--- config.mk ---
export PLATFORM = sky130hd
export DESIGN_NAME = fpu_mul_arbiter
export DESIGN_NICKNAME = d
export VERILOG_FILES = /design/src/rtl/fpu_mul_arbiter.sv
export SDC_FILE = /design/constraint.sdc
export NUM_CORES = 1
export LEC_CHECK = 0
export CAP_MARGIN = 40
export CORE_AREA = 4 4 302 304
export CTS_CLUSTER_DIAMETER = 150
export CTS_CLUSTER_SIZE = 30
export DETAILED_ROUTE_END_ITERATION = 10
export DIE_AREA = 0 0 306 308
export HOLD_SLACK_MARGIN = 0.08
export PLACE_DENSITY_LB_ADDON = 0.2
export SETUP_SLACK_MARGIN = 0.15
export SLEW_MARGIN = 20
export SYNTH_ARGS = -nofsm -noshare
export SYNTH_HDL_FRONTEND = slang
export SYNTH_SLANG_ARGS = --single-unit
--- constraint.sdc ---
create_clock -name clk -period 1.9 [get_ports clk]
set_input_delay 0.19 -clock clk [delete_from_list [all_inputs] [get_ports clk]]
set_output_delay 0.19 -clock clk [all_outputs]
set_load 0.03 [all_outputs]
--- src/rtl/fpu_mul_arbiter.sv ---
// Round-robin arbiter sharing one combinational double-precision multiplier between
// NUM_REQ requesters; one operation in flight, product returned over valid/ready.
module fpu_mul_arbiter #(
    parameter  int WIDTH   = 64,
    parameter  int NUM_REQ = 4,
    parameter  int MUL_LAT = 2,
    localparam int ID_W    = $clog2(NUM_REQ)
) (
    input  logic                     clk,
    input  logic                     rst_n,
    input  logic [NUM_REQ-1:0]       req_valid,
    input  logic [NUM_REQ*WIDTH-1:0] req_a,
    input  logic [NUM_REQ*WIDTH-1:0] req_b,
    output logic [NUM_REQ-1:0]       req_ready,
    output logic [WIDTH-1:0]         mul_a,
    output logic [WIDTH-1:0]         mul_b,
    input  logic [WIDTH-1:0]         mul_result,
    output logic                     rsp_valid,
    input  logic                     rsp_ready,
    output logic [ID_W-1:0]          rsp_id,
    output logic [WIDTH-1:0]         rsp_result,
    output logic                     busy
);

    localparam int               CNT_W    = (MUL_LAT > 1) ? $clog2(MUL_LAT) : 1;
    localparam logic [CNT_W-1:0] CNT_INIT = CNT_W'(MUL_LAT - 1);
    localparam logic [ID_W:0]    NREQ     = (ID_W+1)'(NUM_REQ);
    localparam logic [ID_W-1:0]  LAST_ID  = ID_W'(NUM_REQ - 1);

    typedef enum logic [1:0] {S_IDLE, S_BUSY, S_DONE} state_t;

    state_t                         state_q, state_d;
    logic [ID_W-1:0]                rr_ptr_q, rr_ptr_d;
    logic [CNT_W-1:0]               cnt_q, cnt_d;
    logic [WIDTH-1:0]               mul_a_q, mul_a_d;
    logic [WIDTH-1:0]               mul_b_q, mul_b_d;
    logic [ID_W-1:0]                rsp_id_q, rsp_id_d;
    logic [WIDTH-1:0]               rsp_result_q, rsp_result_d;

    logic [NUM_REQ-1:0][WIDTH-1:0]  a_arr, b_arr;
    logic                           grant_vld;
    logic [ID_W-1:0]                grant_id;
    logic [ID_W:0]                  cand;

    assign a_arr = req_a;
    assign b_arr = req_b;

    // Cyclic search starting at rr_ptr; cand is wrapped explicitly so non-power-of-2
    // NUM_REQ works.
    always_comb begin
        grant_vld = 1'b0;
        grant_id  = '0;
        cand      = '0;
        for (int k = 0; k < NUM_REQ; k++) begin
            cand = {1'b0, rr_ptr_q} + (ID_W+1)'(k);
            if (cand >= NREQ) cand = cand - NREQ;
            if (!grant_vld && req_valid[cand[ID_W-1:0]]) begin
                grant_vld = 1'b1;
                grant_id  = cand[ID_W-1:0];
            end
        end
    end

    always_comb begin
        state_d      = state_q;
        rr_ptr_d     = rr_ptr_q;
        cnt_d        = cnt_q;
        mul_a_d      = mul_a_q;
        mul_b_d      = mul_b_q;
        rsp_id_d     = rsp_id_q;
        rsp_result_d = rsp_result_q;
        req_ready    = '0;
        case (state_q)
            S_IDLE: begin
                if (grant_vld) begin
                    req_ready = NUM_REQ'(1) << grant_id;
                    mul_a_d   = a_arr[grant_id];
                    mul_b_d   = b_arr[grant_id];
                    rsp_id_d  = grant_id;
                    rr_ptr_d  = (grant_id == LAST_ID) ? '0 : grant_id + 1'b1;
                    cnt_d     = CNT_INIT;
                    state_d   = S_BUSY;
                end
            end
            S_BUSY: begin
                if (cnt_q != '0) begin
                    cnt_d = cnt_q - 1'b1;
                end else begin
                    rsp_result_d = mul_result;
                    state_d      = S_DONE;
                end
            end
            S_DONE: begin
                if (rsp_ready) state_d = S_IDLE;
            end
            default: state_d = S_IDLE;
        endcase
    end

    always_ff @(posedge clk or negedge rst_n) begin
        if (!rst_n) begin
            state_q      <= S_IDLE;
            rr_ptr_q     <= '0;
            cnt_q        <= '0;
            mul_a_q      <= '0;
            mul_b_q      <= '0;
            rsp_id_q     <= '0;
            rsp_result_q <= '0;
        end else begin
            state_q      <= state_d;
            rr_ptr_q     <= rr_ptr_d;
            cnt_q        <= cnt_d;
            mul_a_q      <= mul_a_d;
            mul_b_q      <= mul_b_d;
            rsp_id_q     <= rsp_id_d;
            rsp_result_q <= rsp_result_d;
        end
    end

    assign mul_a      = mul_a_q;
    assign mul_b      = mul_b_q;
    assign rsp_id     = rsp_id_q;
    assign rsp_result = rsp_result_q;
    assign rsp_valid  = (state_q == S_DONE);
    assign busy       = (state_q != S_IDLE);

endmodule
# [After elaboration in Yosys (flattened, before gate mapping)]
# Index checks and enable logic that the tools add are counted.
[totals] inputBits=583 reg_bits=199 elab_cells=80 output_inout_bits=200
[op_classes] bitwise=1 reduce_logical=13 n_mux=34 n_addsub=9 n_eq_ne=6 order_cmp=9 n_shift=1
[ops] cell="64-bit binary-select mux with 2-bit select" n=2
[ops] cell="64-bit 2-to-1 mux" n=2
[ops] cell="2-bit 2-to-1 mux" n=12
[ops] cell="2-bit by 3-bit < comparator with 1-bit output (second input constant)" n=5
[ops] cell="1-bit 2-to-1 mux" n=10
[ops] cell="3-bit greater-or-equal comparator (second input constant)" n=3
[ops] cell="1-bit binary-select mux with 2-bit select" n=4
[ops] cell="4-bit 2-to-1 mux" n=2
[ops] cell="2-bit by 1-bit subtractor with 2-bit output (second input constant)" n=4
[ops] cell="2-bit by 2-bit adder with 3-bit output (second input constant)" n=2
[ops] cell="2-bit one-hot mux with 3 select lines" n=1
[ops] cell="2-bit AND reduction" n=3
[ops] cell="2-bit == test (second input constant)" n=2
[ops] cell="2-bit inequality test (second input constant)" n=2
[ops] cell="2-bit nonzero test" n=2
[ops] cell="1-bit by 2-bit left shift with 4-bit output (first input constant)" n=1
[ops] cell="2-bit by 1-bit adder with 3-bit output (second input constant)" n=1
[ops] cell="2-bit by 3-bit greater-or-equal comparator with 1-bit output (second input constant)" n=1
[ops] cell="1-bit logical AND" n=3
[ops] cell="1-bit logical NOT" n=3
[ops] cell="3-bit AND reduction" n=1
[ops] cell="2-bit by 1-bit adder with 2-bit output (second input constant)" n=1
[ops] cell="2-bit by 1-bit == test with 1-bit output (second input constant)" n=1
[ops] cell="2-bit logical NOT" n=1
[ops] cell="other kinds (4)" n=4

# [Longest topological paths before layout]
[depth] depth_word=17 mapped_depth=9

# [Worst setup path before layout]
# Ideal clock, no wire load.
[synth_timing] path_type="reg2out" startpoint="register state_q[0]" endpoint="output port req_ready[0]" path_buffers=3 arrival_ns=2.143 setup_slack_ns=-0.433 path_stages_with_launch=7 path_cell_list="dfrtp_1 -> or2_1 -> or2_1 -> buf_4 -> buf_6 -> buf_2 -> nor3_1"
[synth_via] elab_chain_cells=2
[synth_rtl] item="start, declared" line_no="32" text="state_t state_q, state_d;"
[synth_rtl] item="start signal, assigned" line_no="110" text="state_q <= state_d;"
[synth_rtl] item="2-bit logical NOT" line_no="73" text="case (state_q)"
[synth_rtl] item="4-bit 2-to-1 mux" line_no="73"
[synth_rtl] item="end, declared" line_no="14" text="output logic [NUM_REQ-1:0] req_ready,"
# Every way passes these cells.

# [Worst setup path after layout]
[layout_timing] startpoint="register rr_ptr_q[0]" endpoint="output port req_ready[3]"
[layout_via] elab_chain_cells=17
[layout_rtl] item="start, declared" line_no="33" text="logic [ID_W-1:0] rr_ptr_q, rr_ptr_d;"
[layout_rtl] item="start signal, assigned" line_no="111" text="rr_ptr_q <= rr_ptr_d;"
[layout_rtl] item="branches (longest 15 deep; another with 2-bit by 1-bit adder with 3-bit output)"
[layout_rtl] item="4-bit 2-to-1 mux *" line_no="75" text="if (grant_vld) begin"
[layout_rtl] item="4-bit 2-to-1 mux *" line_no="73"
# Mark *: on every way between the ends. The select of a mux whose other input is x is not followed.

==> qor.txt <==
P&R area growth vs syn - 103%
fin. max-slew vios - 0
VDD IR max - 0.951 mV
total grt overflow - 0
Die Area - 94200 um^2
clk_lat worst skew - 0.51 ns
final setup violation count - 132
1st-iter DRT viols - 423
DR vias/cell - 3.76
# H-tree levels - 4
Yosys cell types - 36
Syn Area/Cell - 12.2 um^2
violated checks - negative setup slack
I/O Buffers - 782
LEAKAGE - 10.7 nW
Die Wd - 306 um
core area - 88200 um^2
Highest Signal Layer - met5
Post-layout nets - 2331
P per Cell Area - 1480 nW/um^2
Worst setup EP type - primary output
Metal-1 WL - 21.6 mm
vias in the first global route - 12.1k
sequential fraction of the synthesis area - 45.6%
Die H - 308 um
drt drc - 0
GRT Total Usage - 12.4%
Vias - 11.0k
Post-synth top flop - dfrtp_1
CTS Buf Count - 17
TNS Setup - -34.45 ns
Netlist Area Pre-Place - 10900 um^2
Sink Count - 199
met2 wire length - 33.3 mm
fillcell total - 9292
IO Pins - 783
drt total wl - 62.4 mm
DR pass1 iterations - 7
syn nets - 1481
clk buf depth - 2
status - finished with violations
CP startpoint kind - flip-flop
Slew HR - 65.0%
final hold slack - 0.129 ns
first-pass GRT wire length - 85.6 mm
Syn Inst Count - 897
Root Buffer - clkbuf_16
fin crit period - 2.31 ns
Cell Rows - 109
placed wire-length estimate - 47.4 mm
Syn. warnings - 0
Hold Fails Final Rpt - 0
RSZ-0062 raised after global routing - true
worst setup margin - -0.415 ns
layout cell share with drive strength beyond 1 - 16.1%
starting density of the core - 12.4%
Final period util - 122%
initial antenna violation count - 10
Async S/R FF share, synth - 100%
final instance area - 22200 um^2
Worst-path clk slew - 0.09 ns
required time worst endpoint - 1.71 ns
Post-synth EDFFs - 0
worst hold path class - in2async
routability cong. - 0.841
largest net degree at the start of global routing - 55
post-synthesis register bit count - 199
worst slew pin tran - 0.527 ns
critical path arrival - 2.12 ns
Fmax - 0.432 GHz
WL met3 - 6.22 mm
# Max-Cap Violations - 0
CTS tree - done
skew final - 0.0146 ns
drt wl/cell - 21.3 um
critical path class - reg2out
crit path max fanout - 4
Post-DP Area - 20400 um^2
post-route ant nets - 0
cell families (layout without fill, tap and decap cells):
| kind of cell | Yosys count | in the layout | share of synthesized area, % |
|---|---|---|---|
| AND/OR/NAND/NOR | 155 | 155 | 5.70 |
| other | 0 | 4 | 0 |
| AO/OA/AOI/OAI | 138 | 138 | 11.1 |
| flip-flops | 199 | 199 | 45.6 |
| adder cells (fa/ha/maj) | 1 | 1 | 0.115 |
| buffers and inverters | 83 | 945 | 7.36 |
| multiplexers | 321 | 321 | 30.2 |
through the flow:
stage                     utilization [%]  setup slack, ns  power (mW)  cells
after floorplan                         -         -0.00837        19.4    897
after global placement               23.1           -0.443        28.3   2847
after detailed placement             23.1           -0.475        28.4   2847
after CTS                            24.0           -0.505        32.7   2891
after global routing                 25.1           -0.525        34.9   2924
final                                25.2           -0.415        32.9   2928
worst max-delay path, cell delays in order (launching register included):
cell and delay, ns:
dfrtp_1 0.40, buf_6 0.12, mux2_4 0.26, o221ai_4 0.21
buf_12 0.18, inv_8 0.04, ha_4 0.14, and2_4 0.14
buf_12 0.13
registers in the layout (all words and copies together) (netlist names):
name and count:
rsp_result 64, cnt_q 1, rsp_id 2, state_q 2, mul_b 64, rr_ptr_q 2
mul_a 64
power breakdown:
group / internal (mW) / total, mW / leakage [nW] / switching, mW
registers: 6.41 / 7.58 / 2.41 / 1.17
logic: 9.83 / 21.5 / 8.00 / 11.6
clock network: 1.73 / 3.81 / 0.280 / 2.08
final timing paths:
check | start | end | slack [ns] | depth (start not counted)
hold / removal | rst_n | rsp_result[58]$_DFFE_PN0P_ | 0.13 | 2
min in group clk | rsp_ready | state_q[1]$_DFFE_PN0P_ | 0.26 | 3
setup / recovery | rr_ptr_q[0]$_DFFE_PN0P_ | req_ready[3] | -0.41 | 8
setup reg to reg | rr_ptr_q[0]$_DFFE_PN0P_ | mul_a[53]$_DFFE_PN0P_ | -0.34 | 10
max in group asynchronous | rst_n | mul_a[45]$_DFFE_PN0P_ | 1.07 | 3
hold reg to reg | mul_a[2]$_DFFE_PN0P_ | mul_a[2]$_DFFE_PN0P_ | 0.48 | 2
cell type report:
type / count / area, um^2 / area share [%]
repair buffers: 910 / 9790 / 44.1
multi-input cells: 615 / 5380 / 24.2
flip-flops and latches: 199 / 4980 / 22.4
well taps: 1165 / 1460 / 6.57
clock buffers: 17 / 425 / 1.92
clock inverters: 14 / 134 / 0.603
inverters: 4 / 22.5 / 0.101
diodes: 4 / 10.0 / 0.0451
repair_timing:
item                                    4_1_cts  5_1_grt
hold endpoints to repair                    199        0
buffers inserted                              7       28
resized for setup                            97      206
gates cloned                                  5        5
hold buffers                                  1        0
endpoints found under the setup margin      328      320
pin swaps                                     5        4
synth_stat cells, types with 2 or more instances:
cell type,count,share of area [%]
inv_1,3,0.10
mux2_2,64,6.6
or2_1,2,0.11
nand2_1,136,4.7
o221ai_1,128,10
and2_1,2,0.11
nor2_1,5,0.17
buf_4,2,0.14
bufbuf_8,6,1.0
nor3_1,2,0.092
nor2b_1,2,0.11
mux2i_1,256,23
buf_6,2,0.21
a21o_1,2,0.14
buf_2,22,1.0
buf_12,21,3.8
clkbuf_1,25,0.86
dfrtp_1,199,46
layer usage:
metal / GRT usage, % / up-vias
li1: - / 5106
met1: 12.2 / 5330
met2: 23.2 / 509
met3: 5.80 / 56
met4: 3.50 / 6
met5: 0 / -
cells in the final DEF (no fill, tap or decap), drive strengths merged, types with 2 or more instances in the layout:
cell | Yosys | routed
inv | 4 | 12
dlymetal6s2s | 0 | 123
mux2 | 65 | 65
nor2b | 2 | 2
clkbuf | 25 | 20
nand2 | 136 | 136
buf | 48 | 135
nor3 | 2 | 2
dlygate4sd2 | 0 | 66
dfrtp | 199 | 199
diode | 0 | 4
a21o | 3 | 3
or2 | 2 | 2
clkinv | 0 | 6
nor2 | 5 | 5
clkdlybuf4s50 | 0 | 581
and2 | 2 | 2
mux2i | 256 | 256
o221ai | 129 | 129
No activity file was read; power rests on OpenSTA's default activity.
